### src/rtl/f1_pkg.sv
// f1_pkg: shared definitions for the F1 start-light sequencer.
//   f1_state_t  - sequencer state encoding (also exposed on the debug port)
//   F1_*        - default values for the sequencer parameters
package f1_pkg;

    typedef enum logic [2:0] {
        ST_IDLE = 3'd0,
        ST_FILL = 3'd1,
        ST_HOLD = 3'd2,
        ST_OUT  = 3'd3,
        ST_DONE = 3'd4
    } f1_state_t;

    localparam int F1_N_LIGHTS = 8;
    localparam int F1_DELAY_W  = 7;
    localparam int F1_REACT_W  = 12;

endpackage

### src/rtl/f1_start_seq_if.sv
// f1_start_seq_if: groups the sequencer control inputs and result outputs.
//   Inputs to the sequencer : en, trigger, delay_val, react
//   Outputs of the sequencer: dout, busy, lights_out, react_valid,
//                             react_time, jump_start, timeout
// Handshake: en is a one-cycle strobe that qualifies every sequencing step;
// trigger and react are levels sampled on every clock; lights_out and
// react_valid are one-cycle pulses, and react_time/jump_start/timeout are
// valid from the react_valid cycle until the next accepted start.
interface f1_start_seq_if #(
    parameter int N_LIGHTS = 8,
    parameter int DELAY_W  = 7,
    parameter int REACT_W  = 12
);
    logic                en;
    logic                trigger;
    logic [DELAY_W-1:0]  delay_val;
    logic                react;
    logic [N_LIGHTS-1:0] dout;
    logic                busy;
    logic                lights_out;
    logic                react_valid;
    logic [REACT_W-1:0]  react_time;
    logic                jump_start;
    logic                timeout;

    // Stimulus / consumer side.
    modport master (
        output en, trigger, delay_val, react,
        input  dout, busy, lights_out, react_valid, react_time, jump_start, timeout
    );

    // Sequencer side.
    modport slave (
        input  en, trigger, delay_val, react,
        output dout, busy, lights_out, react_valid, react_time, jump_start, timeout
    );
endinterface

### src/rtl/f1_sat_counter.sv
// f1_sat_counter: W-bit up counter that sticks at its maximum value.
//   clk, rst : clock, asynchronous active-low reset
//   clr_i    : synchronous clear (wins over inc_i)
//   inc_i    : increment request, ignored once saturated
//   cnt_o    : current count
//   sat_o    : high while the count is all ones
module f1_sat_counter #(
    parameter int W = 12
) (
    input  logic         clk,
    input  logic         rst,
    input  logic         clr_i,
    input  logic         inc_i,
    output logic [W-1:0] cnt_o,
    output logic         sat_o
);
    logic [W-1:0] cnt_q;
    logic [W-1:0] cnt_d;

    assign sat_o = &cnt_q;
    assign cnt_o = cnt_q;

    always_comb begin
        cnt_d = cnt_q;
        if (clr_i) begin
            cnt_d = '0;
        end else if (inc_i && !sat_o) begin
            cnt_d = cnt_q + W'(1);
        end
    end

    always_ff @(posedge clk or negedge rst) begin
        if (!rst) begin
            cnt_q <= '0;
        end else begin
            cnt_q <= cnt_d;
        end
    end
endmodule

### src/rtl/f1_start_seq.sv
// f1_start_seq: F1 start-light sequencer.
// Fills the lamp bar one lamp per tick, holds all lamps on for the latched
// delay, turns them off and counts ticks until the driver reacts. A reaction
// during FILL/HOLD is a jump start; a saturated reaction count is a timeout.
//   clk, rst    : clock, asynchronous active-low reset
//   bus         : f1_start_seq_if.slave (control inputs, lamp bar, results)
//   dbg_state_o : current sequencer state
// All outputs are registered.
module f1_start_seq
    import f1_pkg::*;
#(
    parameter int N_LIGHTS = F1_N_LIGHTS,
    parameter int DELAY_W  = F1_DELAY_W,
    parameter int REACT_W  = F1_REACT_W
) (
    input  logic           clk,
    input  logic           rst,
    f1_start_seq_if.slave  bus,
    output f1_state_t      dbg_state_o
);
    localparam int LCNT_W = $clog2(N_LIGHTS + 1);

    f1_state_t           state_q;
    logic [LCNT_W-1:0]   light_cnt_q;
    logic [DELAY_W-1:0]  hold_cnt_q;
    logic [N_LIGHTS-1:0] dout_q;
    logic                busy_q;
    logic                lights_out_q;
    logic                react_valid_q;
    logic [REACT_W-1:0]  react_time_q;
    logic                jump_start_q;
    logic                timeout_q;

    logic [REACT_W-1:0]  react_cnt;
    logic                react_sat;
    logic                react_clr;
    logic                react_inc;
    logic                jump_c;
    logic                hold_exp_c;
    logic [LCNT_W-1:0]   light_cnt_nx;

    // Lower n lamps lit.
    function automatic logic [N_LIGHTS-1:0] therm(input logic [LCNT_W-1:0] n);
        logic [N_LIGHTS-1:0] v;
        v = '0;
        for (int i = 0; i < N_LIGHTS; i++) begin
            if (i < int'(n)) v[i] = 1'b1;
        end
        return v;
    endfunction

    // A reaction while lamps are still lit overrides any same-cycle tick.
    assign jump_c       = ((state_q == ST_FILL) || (state_q == ST_HOLD)) && bus.react;
    assign hold_exp_c   = (state_q == ST_HOLD) && bus.en && !bus.react && (hold_cnt_q == '0);
    assign light_cnt_nx = light_cnt_q + LCNT_W'(1);

    // The reaction counter is cleared on the edge that enters OUT, so it
    // reads 0 in the first OUT cycle.
    assign react_clr = hold_exp_c;
    assign react_inc = (state_q == ST_OUT) && bus.en;

    f1_sat_counter #(.W(REACT_W)) u_react_cnt (
        .clk   (clk),
        .rst   (rst),
        .clr_i (react_clr),
        .inc_i (react_inc),
        .cnt_o (react_cnt),
        .sat_o (react_sat)
    );

    always_ff @(posedge clk or negedge rst) begin
        if (!rst) begin
            state_q       <= ST_IDLE;
            light_cnt_q   <= '0;
            hold_cnt_q    <= '0;
            dout_q        <= '0;
            busy_q        <= 1'b0;
            lights_out_q  <= 1'b0;
            react_valid_q <= 1'b0;
            react_time_q  <= '0;
            jump_start_q  <= 1'b0;
            timeout_q     <= 1'b0;
        end else begin
            lights_out_q  <= 1'b0;
            react_valid_q <= 1'b0;
            if (jump_c) begin
                state_q       <= ST_DONE;
                dout_q        <= '0;
                busy_q        <= 1'b0;
                react_valid_q <= 1'b1;
                react_time_q  <= '0;
                jump_start_q  <= 1'b1;
            end else begin
                case (state_q)
                    ST_IDLE, ST_DONE: begin
                        if (bus.trigger) begin
                            state_q      <= ST_FILL;
                            light_cnt_q  <= LCNT_W'(1);
                            hold_cnt_q   <= bus.delay_val;
                            dout_q       <= therm(LCNT_W'(1));
                            busy_q       <= 1'b1;
                            react_time_q <= '0;
                            jump_start_q <= 1'b0;
                            timeout_q    <= 1'b0;
                        end
                    end
                    ST_FILL: begin
                        if (bus.en) begin
                            if (light_cnt_q == LCNT_W'(N_LIGHTS)) begin
                                state_q <= ST_HOLD;
                                dout_q  <= '1;
                            end else begin
                                light_cnt_q <= light_cnt_nx;
                                dout_q      <= therm(light_cnt_nx);
                            end
                        end
                    end
                    ST_HOLD: begin
                        if (hold_exp_c) begin
                            state_q      <= ST_OUT;
                            dout_q       <= '0;
                            lights_out_q <= 1'b1;
                        end else if (bus.en) begin
                            hold_cnt_q <= hold_cnt_q - DELAY_W'(1);
                        end
                    end
                    ST_OUT: begin
                        // react_cnt here is the pre-increment value.
                        if (bus.react) begin
                            state_q       <= ST_DONE;
                            busy_q        <= 1'b0;
                            react_valid_q <= 1'b1;
                            react_time_q  <= react_cnt;
                        end else if (bus.en && react_sat) begin
                            state_q       <= ST_DONE;
                            busy_q        <= 1'b0;
                            react_valid_q <= 1'b1;
                            react_time_q  <= react_cnt;
                            timeout_q     <= 1'b1;
                        end
                    end
                    default: begin
                        state_q <= ST_IDLE;
                        dout_q  <= '0;
                        busy_q  <= 1'b0;
                    end
                endcase
            end
        end
    end

    assign bus.dout        = dout_q;
    assign bus.busy        = busy_q;
    assign bus.lights_out  = lights_out_q;
    assign bus.react_valid = react_valid_q;
    assign bus.react_time  = react_time_q;
    assign bus.jump_start  = jump_start_q;
    assign bus.timeout     = timeout_q;
    assign dbg_state_o     = state_q;
endmodule
### src/flat_wrapper.sv
// flat-port wrapper written by rule: the top's interface ports become plain ports
module f1_start_seq_flat import f1_pkg::*;
#(
    parameter int N_LIGHTS = F1_N_LIGHTS,
    parameter int DELAY_W  = F1_DELAY_W,
    parameter int REACT_W  = F1_REACT_W
)
  (clk, rst, dbg_state_o, bus_en, bus_trigger, bus_delay_val, bus_react, bus_dout, bus_busy, bus_lights_out, bus_react_valid, bus_react_time, bus_jump_start, bus_timeout);
  f1_start_seq_if #(.N_LIGHTS(N_LIGHTS), .DELAY_W(DELAY_W), .REACT_W(REACT_W)) bus_i ();
  input  logic clk;
  input  logic rst;
  output f1_state_t dbg_state_o;
  input wire logic [$bits(bus_i.en)-1:0] bus_en;
  input wire logic [$bits(bus_i.trigger)-1:0] bus_trigger;
  input wire logic [$bits(bus_i.delay_val)-1:0] bus_delay_val;
  input wire logic [$bits(bus_i.react)-1:0] bus_react;
  output wire logic [$bits(bus_i.dout)-1:0] bus_dout;
  output wire logic [$bits(bus_i.busy)-1:0] bus_busy;
  output wire logic [$bits(bus_i.lights_out)-1:0] bus_lights_out;
  output wire logic [$bits(bus_i.react_valid)-1:0] bus_react_valid;
  output wire logic [$bits(bus_i.react_time)-1:0] bus_react_time;
  output wire logic [$bits(bus_i.jump_start)-1:0] bus_jump_start;
  output wire logic [$bits(bus_i.timeout)-1:0] bus_timeout;
  assign bus_i.en = bus_en;
  assign bus_i.trigger = bus_trigger;
  assign bus_i.delay_val = bus_delay_val;
  assign bus_i.react = bus_react;
  assign bus_dout = bus_i.dout;
  assign bus_busy = bus_i.busy;
  assign bus_lights_out = bus_i.lights_out;
  assign bus_react_valid = bus_i.react_valid;
  assign bus_react_time = bus_i.react_time;
  assign bus_jump_start = bus_i.jump_start;
  assign bus_timeout = bus_i.timeout;
  f1_start_seq #(.N_LIGHTS(N_LIGHTS), .DELAY_W(DELAY_W), .REACT_W(REACT_W)) u_core (.clk(clk), .rst(rst), .bus(bus_i), .dbg_state_o(dbg_state_o));
endmodule
### config.mk
export PLATFORM = sky130hd
export DESIGN_NAME = f1_start_seq_flat
export DESIGN_NICKNAME = d
export VERILOG_FILES = /design/src/rtl/f1_pkg.sv /design/src/rtl/f1_start_seq_if.sv /design/src/rtl/f1_sat_counter.sv /design/src/rtl/f1_start_seq.sv /design/src/flat_wrapper.sv
export SDC_FILE = /design/constraint.sdc
export NUM_CORES = 1
export LEC_CHECK = 0
export ABC_AREA = 1
export CORE_MARGIN = 1
export CORE_UTILIZATION = 55
export DETAILED_ROUTE_END_ITERATION = 16
export GPL_TIMING_DRIVEN = 0
export HOLD_SLACK_MARGIN = 0.06
export PLACE_DENSITY = 0.8
export SLEW_MARGIN = 10
export SYNTH_ARGS = -nofsm -noshare
export SYNTH_HDL_FRONTEND = slang
export SYNTH_SLANG_ARGS = --single-unit
export TNS_END_PERCENT = 10
### constraint.sdc
create_clock -name clk -period 2 [get_ports clk]
set_input_delay 0.2 -clock clk [delete_from_list [all_inputs] [get_ports clk]]
set_output_delay 0.2 -clock clk [all_outputs]
set_load 0.02 [all_outputs]
==> reports/qor.csv <==
stage;metric;value;unit
die;Die Span Y;75.21;um
placement;GPL Wtd Cong;0.9040;
placement;hpwl dp;4817;um
synthesis;cell taking the most area after synthesis;dfrtp_1;
clocking;clock root cell;clkbuf_8;
synthesis;share of the synthesized area in the top cell type;0.4329;
synthesis;post-synth net total;423;
detailed_routing;WL final;6335;um
timing;Max-slew headroom;0.6536;
grt;total grt overflow;0;
timing;Hold WS;0.2606;ns
timing;Max Freq;0.5477;GHz
synthesis;most frequent cell after synthesis;nand2_1;
critical_path;CP startpoint kind;flop;
pwr;Comb pwr share;0.471;
detailed_routing;first drt pass iteration count;4;
clocking;total CTS buffers;5;
synthesis;ys flop type;dfrtp_1;
finish;n_diodes;0;
pwr;Peak supply drop;0.7085;mV
critical_path;CP Class;reg2reg;
detailed_routing;via/cell ratio;5.136;
clocking;Clock Sinks;51;
detailed_routing;wire per inst;12.14;um
pwr;Clk pwr share;0.171;
clocking;worst-skew pair later-pin latency;0.30;ns
synthesis;Async SR Flop Fraction;1.000;
pwr;Switch Pwr;1.917;mW
detailed_routing;DR iter-0 viols;139;
die;# rows;26;
run_status;status;complete, no violations;
grt;vias in the first global route;2351;
clocking;CTS tree;done;
run;max_cap viols;0;
pwr;Sw Ratio;0.4404;
grt;GRT Util Overall;0.2414;
detailed_routing;Vias;2681;
timing;Slew Viols, Final;0;
timing;Worst-Margin Slew;0.5196;ns
synthesis;Commonest cells post-synth;155 x nand2_1, 51 x dfrtp_1, 39 x nand3_1, 38 x nor2_1, 33 x inv_1;
pwr;P_leak;1.846;nW
synthesis;synth warn;0;
grt;antenna violations before repair;0;
timing;Tcrit/Tclk final;0.9130;
timing;skew final;0.008374;ns
detailed_routing;Final ANT Viol Nets;0;
die;core area;5140;um2
die;die area;5657;um2
critical_path;Worst EP required;2.19;ns
finish;Nets;470;
grt;global-route wire length before repair;10510;um
synthesis;EDFF count, synth;0;
synthesis;register area share after synthesis;0.4329;
pwr;power density cells;1223;nW/um2
synthesis;Synth area leaders;dfrtp_1 43%, nand2_1 20%, nand3_1 6.6%;
timing;Period minus WS final;1.826;ns
placement;IO Port Bufs;38;
clocking;number of post-CTS setup repair buffers;0;
finish;Finished Core Util;0.6926;
synthesis;Seq cells post-synth;51;
critical_path;crit path capture type;flop;
clocking;Clock Path Buffers;2;
die;Initial Util;0.5735;
synthesis;synthesized area;2948;um2
critical_path;Worst Path Max Fanout;10;
finish;Layout area overhead;20.76;%
timing;RSZ-0062 raised after global routing;false;
synthesis;Mapped Cells;404;
grt;largest net degree at the start of global routing;30;
timing;endpoints failing setup;0;
pwr;Int Power;2.435;mW
min_path;HP Class;in2reg;
die;die width;75.21;um
synthesis;Syn Area/Cell;7.297;um2
timing;final hold vios;0;
detailed_routing;# DRC;0;
die;Top-Level Pins;40;
clocking;H-tree levels;2;
critical_path;Arr. time, crit path;2.02;ns
finish;share of layout cells above drive strength 1;0.09956;
pwr;Flop pwr share;0.359;
clocking;CTS clk-pin slew, worst paths;0.10;ns
synthesis;distinct cell type count after synthesis;29;
finish;Fill cells;485;
-- critical path, stage by stage (launching register included) --
cell and delay (ns):
dfrtp_2 0.44, ha_1 0.27, nand3_2 0.16, nor3_4 0.22, nand3_2 0.12, nand2_2 0.16, nand2_2 0.09, buf_6 0.15
nand2_1 0.06, nand2_1 0.05
-- cell type report --
cell class / instances / area (um2) / area share
clock buffers: 6 / 82.58 / 0.02320
plain buffers: 6 / 40.04 / 0.01125
well taps: 70 / 87.58 / 0.02460
inverters: 43 / 161.4 / 0.04534
flip-flops and latches: 51 / 1277 / 0.3589
clock inverters: 2 / 35.03 / 0.009842
multi-input cells: 304 / 1470 / 0.4130
repair buffers: 40 / 405.4 / 0.1139
-- final timing paths --
kind / from / to / cells past startpoint / slack (ns)
worst max-delay path: u_core.u_react_cnt.cnt_o[0] / u_core.bus.react_time[3] / 9 / 0.17
worst min-delay path: bus_en / u_core.bus.timeout / 3 / 0.26
worst max register to register: u_core.u_react_cnt.cnt_o[0] / u_core.bus.react_time[3] / 9 / 0.17
worst min register to register: u_core.bus.react_time[2] / u_core.bus.react_time[2] / 2 / 0.48
max in group asynchronous: rst / u_core.u_react_cnt.cnt_o[0] / 3 / 1.06
min in group asynchronous: rst / u_core.bus.react_time[7] / 2 / 0.41
-- power groups by stage --
| stage | Sequential (mW) | Combinational [mW] | Clock, mW |
|---|---|---|---|
| floorplan | 1.66 | 1.36 | 0 |
| global placement | 1.57 | 1.98 | 0 |
| detailed placement | 1.58 | 2.04 | 0 |
| CTS | 1.56 | 2.06 | 0.751 |
| global route | 1.61 | 2.32 | 0.784 |
| finish | 1.56 | 2.05 | 0.742 |
-- cells by family (layout without fill, tap and decap cells) --
kind of cell / Yosys count / count (layout) / synth area share
fa+ha+maj: 7 / 7 / 0.02971
xor+xnor: 4 / 4 / 0.01188
simple gates: 268 / 268 / 0.4117
compound gates: 25 / 25 / 0.04542
buf+inv: 49 / 97 / 0.06833
flops: 51 / 51 / 0.4329
-- routing by layer --
metal	share of wire	track usage
met3	0.048	0.03748
met2	0.47	0.3984
met5	0	0
met1	0.48	0.3367
met4	0.0058	0.05556
-- sequential cells by signal, indices dropped and copies added, names as in the netlist --
register / cells
u_core.bus.react_time: 12
u_core.u_react_cnt.cnt_o: 12
u_core.bus.dout: 8
u_core.hold_cnt_q: 7
u_core.light_cnt_q: 4
u_core.dbg_state_o: 3
u_core.bus.busy: 1
u_core.bus.jump_start: 1
u_core.bus.lights_out: 1
u_core.bus.react_valid: 1
u_core.bus.timeout: 1
-- placed cells by master, fill, tap and decap left out, types with 2 or more instances in the layout --
| cell type | Yosys | routed |
|---|---|---|
| inv_1 | 33 | 33 |
| nor2_1 | 38 | 38 |
| dfrtp_1 | 51 | 50 |
| nand2_1 | 155 | 155 |
| o21ai_0 | 8 | 8 |
| xor2_1 | 4 | 4 |
| nand4_1 | 13 | 13 |
| nand3_2 | 5 | 5 |
| nand3b_1 | 3 | 3 |
| nand3_4 | 2 | 2 |
| nand3_1 | 39 | 39 |
| clkbuf_8 | 0 | 6 |
| inv_2 | 10 | 10 |
| nor2_4 | 2 | 2 |
| clkdlybuf4s50_1 | 0 | 37 |
| ha_1 | 7 | 7 |
| buf_2 | 1 | 2 |
| nor3_1 | 2 | 2 |
| o21ai_1 | 9 | 9 |
| nand2_2 | 4 | 4 |
| buf_4 | 2 | 2 |
| a21oi_1 | 5 | 5 |
| nor2_2 | 3 | 3 |
-- per-stage QoR --
stage | setup slack [ns] | TNS, ns | power [mW] | cell area [um2] | cells
6_report | 0.1740 | 0 | 4.352 | 3560 | 522
3_5_place_dp | 0.07646 | 0 | 3.620 | 3431 | 513
4_1_cts | 0.1179 | 0 | 4.367 | 3558 | 522
5_1_grt | 0.04797 | 0 | 4.707 | 3560 | 522
2_1_floorplan | 0.3830 | 0 | 3.018 | 2948 | 404
3_3_place_gp | -0.7391 | -37.56 | 3.550 | 3416 | 512
-- what timing repair did --
action | CTS | global route
gates resized for setup | 0 | 1
hold endpoints to repair | 22 | 0
hold buffers | 1 | 0
endpoints found under the setup margin | 0 | 9
(Power assumes the default switching activity.)
